==> config.mk <==
export PLATFORM = sky130hd
export DESIGN_NAME = invntt_butterfly
export DESIGN_NICKNAME = d
export VERILOG_FILES = /design/src/rtl/kyber_pkg.sv /design/src/rtl/barrett_reduce_pipe.sv /design/src/rtl/invntt_butterfly.sv
export SDC_FILE = /design/constraint.sdc
export NUM_CORES = 2
export LEC_CHECK = 0
export CAP_MARGIN = 0
export CORE_ASPECT_RATIO = 0.6
export CORE_MARGIN = 3
export CORE_UTILIZATION = 40
export DETAILED_ROUTE_END_ITERATION = 8
export PLACE_DENSITY = 0.59
export SETUP_SLACK_MARGIN = 0.02
export SKIP_CTS_REPAIR_TIMING = 1
export SYNTH_ARGS = -nofsm -noshare
export SYNTH_HDL_FRONTEND = slang
export SYNTH_SLANG_ARGS = --single-unit
==> constraint.sdc <==
create_clock -name clk -period 9.2 [get_ports clk]
set_clock_uncertainty 0.1 [all_clocks]
set_input_delay 0.92 -clock clk [delete_from_list [all_inputs] [get_ports clk]]
set_output_delay 0.92 -clock clk [all_outputs]
set_load 0.1 [all_outputs]
==> src/rtl/kyber_pkg.sv <==
// kyber_pkg: shared Kyber constants, coefficient types and the arithmetic
// helpers used by the inverse-NTT butterfly pipeline.
//
// Contents:
//   KYBER_Q, KYBER_QINV, BARRETT_V, INVNTT_F  reference constants
//   INVNTT_LATENCY                            in_valid -> out_valid cycles
//                                             (6 with INVNTT_SCALE_EN, else 4)
//   coeff_t / dcoeff_t                        signed 16 / 32-bit coefficients
//   barrett_quot, mont_t, mont_fold           single-step arithmetic helpers
package kyber_pkg;

  localparam int KYBER_Q    = 3329;
  localparam int KYBER_QINV = -3327;
  localparam int BARRETT_V  = 20159;
  localparam int INVNTT_F   = 1441;

`ifdef INVNTT_SCALE_EN
  localparam int INVNTT_LATENCY = 6;
`else
  localparam int INVNTT_LATENCY = 4;
`endif

  typedef logic signed [15:0] coeff_t;
  typedef logic signed [31:0] dcoeff_t;

  localparam coeff_t  KYBER_Q_16    = coeff_t'(KYBER_Q);
  localparam coeff_t  KYBER_QINV_16 = coeff_t'(KYBER_QINV);
  localparam dcoeff_t BARRETT_RND   = 32'sd33554432;  // 2^25

  // Barrett quotient estimate: (v*x + 2^25) >>> 26. Magnitude stays below 11.
  function automatic coeff_t barrett_quot(input coeff_t x);
    return coeff_t'((dcoeff_t'(x) * dcoeff_t'(BARRETT_V) + BARRETT_RND) >>> 26);
  endfunction

  // Montgomery multiplier: low half of the product times q^-1, kept as int16.
  // A 16x16 multiply in a 16-bit context yields exactly the wrapped result.
  function automatic coeff_t mont_t(input dcoeff_t prod);
    return coeff_t'(prod[15:0]) * KYBER_QINV_16;
  endfunction

  // Montgomery fold: (prod - t*q) has a zero low half, so the shift is exact.
  function automatic coeff_t mont_fold(input dcoeff_t prod, input coeff_t t);
    return coeff_t'((prod - dcoeff_t'(t) * dcoeff_t'(KYBER_Q)) >>> 16);
  endfunction

endpackage

==> src/rtl/barrett_reduce_pipe.sv <==
// barrett_reduce_pipe: two-stage signed Barrett reduction with valid
// passthrough. Result matches the Kyber reference barrett_reduce and lies
// in [-1664, 1664] for any int16 input.
//
// Ports:
//   clk        rising-edge clock
//   reset      synchronous active-high reset (clears the valid chain only)
//   in_valid   sum is valid this cycle
//   sum        int16 value to reduce
//   out_valid  ar is valid (two cycles after in_valid)
//   ar         reduced value
module barrett_reduce_pipe
  import kyber_pkg::*;
(
  input  logic   clk,
  input  logic   reset,
  input  logic   in_valid,
  input  coeff_t sum,
  output logic   out_valid,
  output coeff_t ar
);

  logic   v_q;
  coeff_t sum_q;
  coeff_t bq_q;

  always_ff @(posedge clk) begin
    if (reset) begin
      v_q       <= 1'b0;
      out_valid <= 1'b0;
    end else begin
      v_q       <= in_valid;
      out_valid <= v_q;
    end
  end

  // Data regs free-run; only the valid chain decides what is meaningful.
  always_ff @(posedge clk) begin
    sum_q <= sum;
    bq_q  <= barrett_quot(sum);
    ar    <= sum_q - bq_q * KYBER_Q_16;
  end

endmodule

==> src/rtl/invntt_butterfly.sv <==
// invntt_butterfly: pipelined Gentleman-Sande butterfly for the Kyber
// inverse NTT. Per accepted pair:
//   a_out = barrett_reduce(a + b)
//   b_out = fqmul(zeta, b - a)
// One item per clock, no backpressure, results in input order.
//
// Optional feature macro INVNTT_SCALE_EN: adds the scale port and two
// stages applying fqmul(x, 1441) to both outputs when scale=1 (latency 6).
// Without it latency is 4.
//
// Ports:
//   clk        rising-edge clock
//   reset      synchronous active-high reset
//   in_valid   a/b/zeta valid this cycle, always accepted
//   a, b       signed coefficients r[j], r[j+len]
//   zeta       signed twiddle, Montgomery domain
//   scale      (INVNTT_SCALE_EN only) apply final 1/128 scaling
//   out_valid  results valid this cycle
//   a_out      new r[j], in [-1664, 1664]
//   b_out      new r[j+len], in (-q, q)
module invntt_butterfly
  import kyber_pkg::*;
(
  input  logic   clk,
  input  logic   reset,
  input  logic   in_valid,
  input  coeff_t a,
  input  coeff_t b,
  input  coeff_t zeta,
`ifdef INVNTT_SCALE_EN
  input  logic   scale,
`endif
  output logic   out_valid,
  output coeff_t a_out,
  output coeff_t b_out
);

  logic    v_1;
  coeff_t  sum_1;
  coeff_t  diff_1;
  coeff_t  zeta_1;
  dcoeff_t prod_2;
  dcoeff_t prod_3;
  coeff_t  t_3;
  coeff_t  ar_3;
  logic    v_3;

  always_ff @(posedge clk) begin
    if (reset) v_1 <= 1'b0;
    else       v_1 <= in_valid;
  end

  // Stage 1: int16 wrap on sum/diff mirrors the C reference.
  // Stages 2-3 of the Montgomery path run beside the Barrett sub-pipe.
  always_ff @(posedge clk) begin
    sum_1  <= a + b;
    diff_1 <= b - a;
    zeta_1 <= zeta;
    prod_2 <= dcoeff_t'(zeta_1) * dcoeff_t'(diff_1);
    prod_3 <= prod_2;
    t_3    <= mont_t(prod_2);
  end

  barrett_reduce_pipe u_barrett (
    .clk       (clk),
    .reset     (reset),
    .in_valid  (v_1),
    .sum       (sum_1),
    .out_valid (v_3),
    .ar        (ar_3)
  );

`ifdef INVNTT_SCALE_EN
  logic    sc_1, sc_2, sc_3, sc_4, sc_5;
  logic    v_4, v_5;
  coeff_t  a_4, b_4, a_5, b_5;
  dcoeff_t pa_5, pb_5;

  always_ff @(posedge clk) begin
    if (reset) begin
      v_4 <= 1'b0;
      v_5 <= 1'b0;
    end else begin
      v_4 <= v_3;
      v_5 <= v_4;
    end
  end

  always_ff @(posedge clk) begin
    sc_1 <= scale;
    sc_2 <= sc_1;
    sc_3 <= sc_2;
    sc_4 <= sc_3;
    sc_5 <= sc_4;
    a_4  <= ar_3;
    b_4  <= mont_fold(prod_3, t_3);
    a_5  <= a_4;
    b_5  <= b_4;
    pa_5 <= dcoeff_t'(a_4) * dcoeff_t'(INVNTT_F);
    pb_5 <= dcoeff_t'(b_4) * dcoeff_t'(INVNTT_F);
  end

  // Stage 6: Montgomery reduction of the scaled products, or plain delay.
  always_ff @(posedge clk) begin
    if (reset) begin
      out_valid <= 1'b0;
      a_out     <= '0;
      b_out     <= '0;
    end else begin
      out_valid <= v_5;
      if (v_5) begin
        a_out <= sc_5 ? mont_fold(pa_5, mont_t(pa_5)) : a_5;
        b_out <= sc_5 ? mont_fold(pb_5, mont_t(pb_5)) : b_5;
      end
    end
  end
`else
  always_ff @(posedge clk) begin
    if (reset) begin
      out_valid <= 1'b0;
      a_out     <= '0;
      b_out     <= '0;
    end else begin
      out_valid <= v_3;
      if (v_3) begin
        a_out <= ar_3;
        b_out <= mont_fold(prod_3, t_3);
      end
    end
  end
`endif

endmodule

==> results_dict.tcl <==
set metrics [dict create \
    ant_nets 0 \
    ys_async_sr_fraction_pct 0 \
    hp-start "prod_2[19]$_DFF_P_" \
    antenna_found_initial 0 \
    relSlewSlack_pct 27.3 \
    clkSinkCount 193 \
    syn_avg_cell_area_um2 9.78 \
    clk_pin_slew_ns 0.09 \
    drive_gt1_share_pct 2.25 \
    start_util_pct 40.7 \
    synth_warnings 0 \
    tns_ns 0 \
    io_buffers 83 \
    die_w_um 342 \
    synth_edf_count 0 \
    rsz0062_at_grt "no" \
    clock_latency_ns 0.48 \
    hold_depth 0 \
    r2r.worst_path.cells 21 \
    cts-root-buf "clkbuf_16" \
    post-route-period-util_pct 72.8 \
    cts_tree "yes" \
    global_route.overflow_total 0 \
    cp_data_arrival_time_ns 6.95 \
    final_area_mm2 0.0295 \
    report.final.setup_viol 0 \
    synth_cell_types 65 \
    area_delta_synth_final_pct 8.97 \
    endpoint_kind "flip-flop" \
    worstMarginPinSlew_ns 1.09 \
    final_util_pct 44.3 \
    synth_cells 2768 \
    place_hpwl_um 55200 \
    finalHoldViolations 0 \
    wl_per_cell_um 17.2 \
    min_period_ns 6.70 \
    setup_ws_ns 2.50 \
    numCtsBuffers 17 \
    grt_max_degree 36 \
    routed_wirelength_um 64400 \
    drt_first_iter_violations 1017 \
    drv_slew 0 \
    clock_path_buffers 2 \
    start_kind "flip-flop" \
    cp-startpoint "zeta_1[6]$_DFF_P_" \
    first_pass_iters 5 \
    layout_commonest_cell "inv_1" \
    cp.required_ns 9.45 \
    hp-class "flip-flop to flip-flop" \
    grt_pass1_wl_um 105000 \
    layout_common_cells "inv_1 (776), fa_1 (469), ha_1 (440), dfxtp_1 (192), nand2_1 (145)" \
    gp_congestion 0.908 \
    grt_pass1_vias 19000 \
    fmax_ghz 0.149 \
    syn-num-nets 3728 \
    r2r-start "zeta_1[6]$_DFF_P_" \
    place_ws_ns 2.59 \
    maxCapViolCount 0 \
    drc 0 \
    detail_route.vias_per_cell 4.69 \
    finalNetCount 3786 \
    syn_area_mm2 0.0271 \
    ys_seq_area_share_pct 14.3 \
    core_mm2 0.0666 \
    postPlaceCellArea_mm2 0.0289 \
    die-area_mm2 0.0709 \
    yosys_register_bits 193 \
    nFillCells 6327 \
    vias 17600 \
    critPathMaxFanout 16 \
    rows 73 \
    io_pins 84 \
    dieHeight_um 208 \
    status "completed" \
    cts-htree-levels 4 \
    grt_usage_pct 19.1 \
    worstSetupPathType "flip-flop to flip-flop" \
    synthFlopType "dfxtp_1" \
]
-- per-layer routing --
layer / GRT usage [%] / vias to the layer above / wire (um)
li1: - / 8476 / -
met3: 4.85 / 36 / 4650
met4: 2.83 / 0 / 558
met1: 31.6 / 8628 / 35700
met5: 0 / - / 0
met2: 24.6 / 410 / 23500
-- synth_stat cells, types with 15 or more instances --
| cell | count | share of area, % |
|---|---|---|
| nor2b_1 | 15 | 0.35 |
| nand2_1 | 145 | 2.0 |
| dfxtp_1 | 193 | 14 |
| fa_1 | 469 | 35 |
| clkbuf_1 | 45 | 0.62 |
| nand2b_1 | 19 | 0.44 |
| nor2_1 | 91 | 1.3 |
| ha_1 | 440 | 20 |
| o21ai_0 | 24 | 0.44 |
| a21o_1 | 23 | 0.64 |
| and2_1 | 126 | 2.9 |
| mux2i_1 | 23 | 0.85 |
| xor2_1 | 29 | 0.94 |
| xnor2_1 | 92 | 3.0 |
| inv_1 | 776 | 11 |
| nor3_1 | 18 | 0.33 |
| a21oi_1 | 74 | 1.4 |
-- flip-flops by register name, summed over array words and instances, names as in the netlist --
name	count
u_barrett.v_q	1
zeta_1	16
a_out	16
u_barrett.ar	16
v_1	1
diff_1	16
u_barrett.sum_q	16
sum_1	15
u_barrett.bq_q	6
out_valid	1
prod_3	24
b_out	16
t_3	16
u_barrett.out_valid	1
prod_2	32
-- critical path, cell delays in order, from the launching register on --
cell       delay, ns
dfxtp_1         0.89
and2_1          0.24
fa_1            0.41
inv_1           0.08
fa_1            0.44
fa_1            0.51
inv_1           0.06
fa_1            0.50
fa_1            0.51
inv_1           0.06
fa_1            0.51
inv_1           0.05
ha_1            0.36
a21o_1          0.19
a21o_1          0.18
a21o_1          0.20
a31oi_4         0.21
a211oi_4        0.13
a31o_4          0.27
a2111oi_4       0.41
a21oi_2         0.10
xnor2_1         0.14
-- through the flow --
stage / hold slack, ns / std cells
floorplan: 0.210 / 2768
global placement: 0.212 / 3707
detailed placement: 0.212 / 3707
CTS: 0.213 / 3739
global route: 0.235 / 3739
finish: 0.217 / 3740
-- path summary, 6_finish.rpt --
kind / endpoint / slack [ns]
worst max-delay path: prod_2[31]$_DFF_P_ / 2.50
worst min-delay path: prod_3[19]$_DFF_P_ / 0.22
worst max register to register: prod_2[31]$_DFF_P_ / 2.50
worst min register to register: prod_3[19]$_DFF_P_ / 0.22
-- logic make-up after synthesis --
logic type	share of synthesized area (%)
simple gates	8.82
xor+xnor	3.91
fa+ha+maj	55.0
buf+inv	11.4
compound gates	5.62
flops	14.3
mux	0.934
-- area by class of cell --
| type | count | area [um^2] | area share, % |
|---|---|---|---|
| Sequential cell | 193 | 3860 | 13.1 |
| Inverter | 776 | 2910 | 9.87 |
| Antenna cell | 1 | 2.50 | 0.00848 |
| Clock buffer | 17 | 425 | 1.44 |
| Multi-Input combinational cell | 1751 | 20100 | 68.2 |
| Tap cell | 900 | 1130 | 3.82 |
| Clock inverter | 15 | 191 | 0.649 |
| Timing Repair Buffer | 87 | 861 | 2.92 |
Power is left out: the tool's default activity adds up to more than one toggle a clock period on the data nets, which glitch-free logic cannot reach.
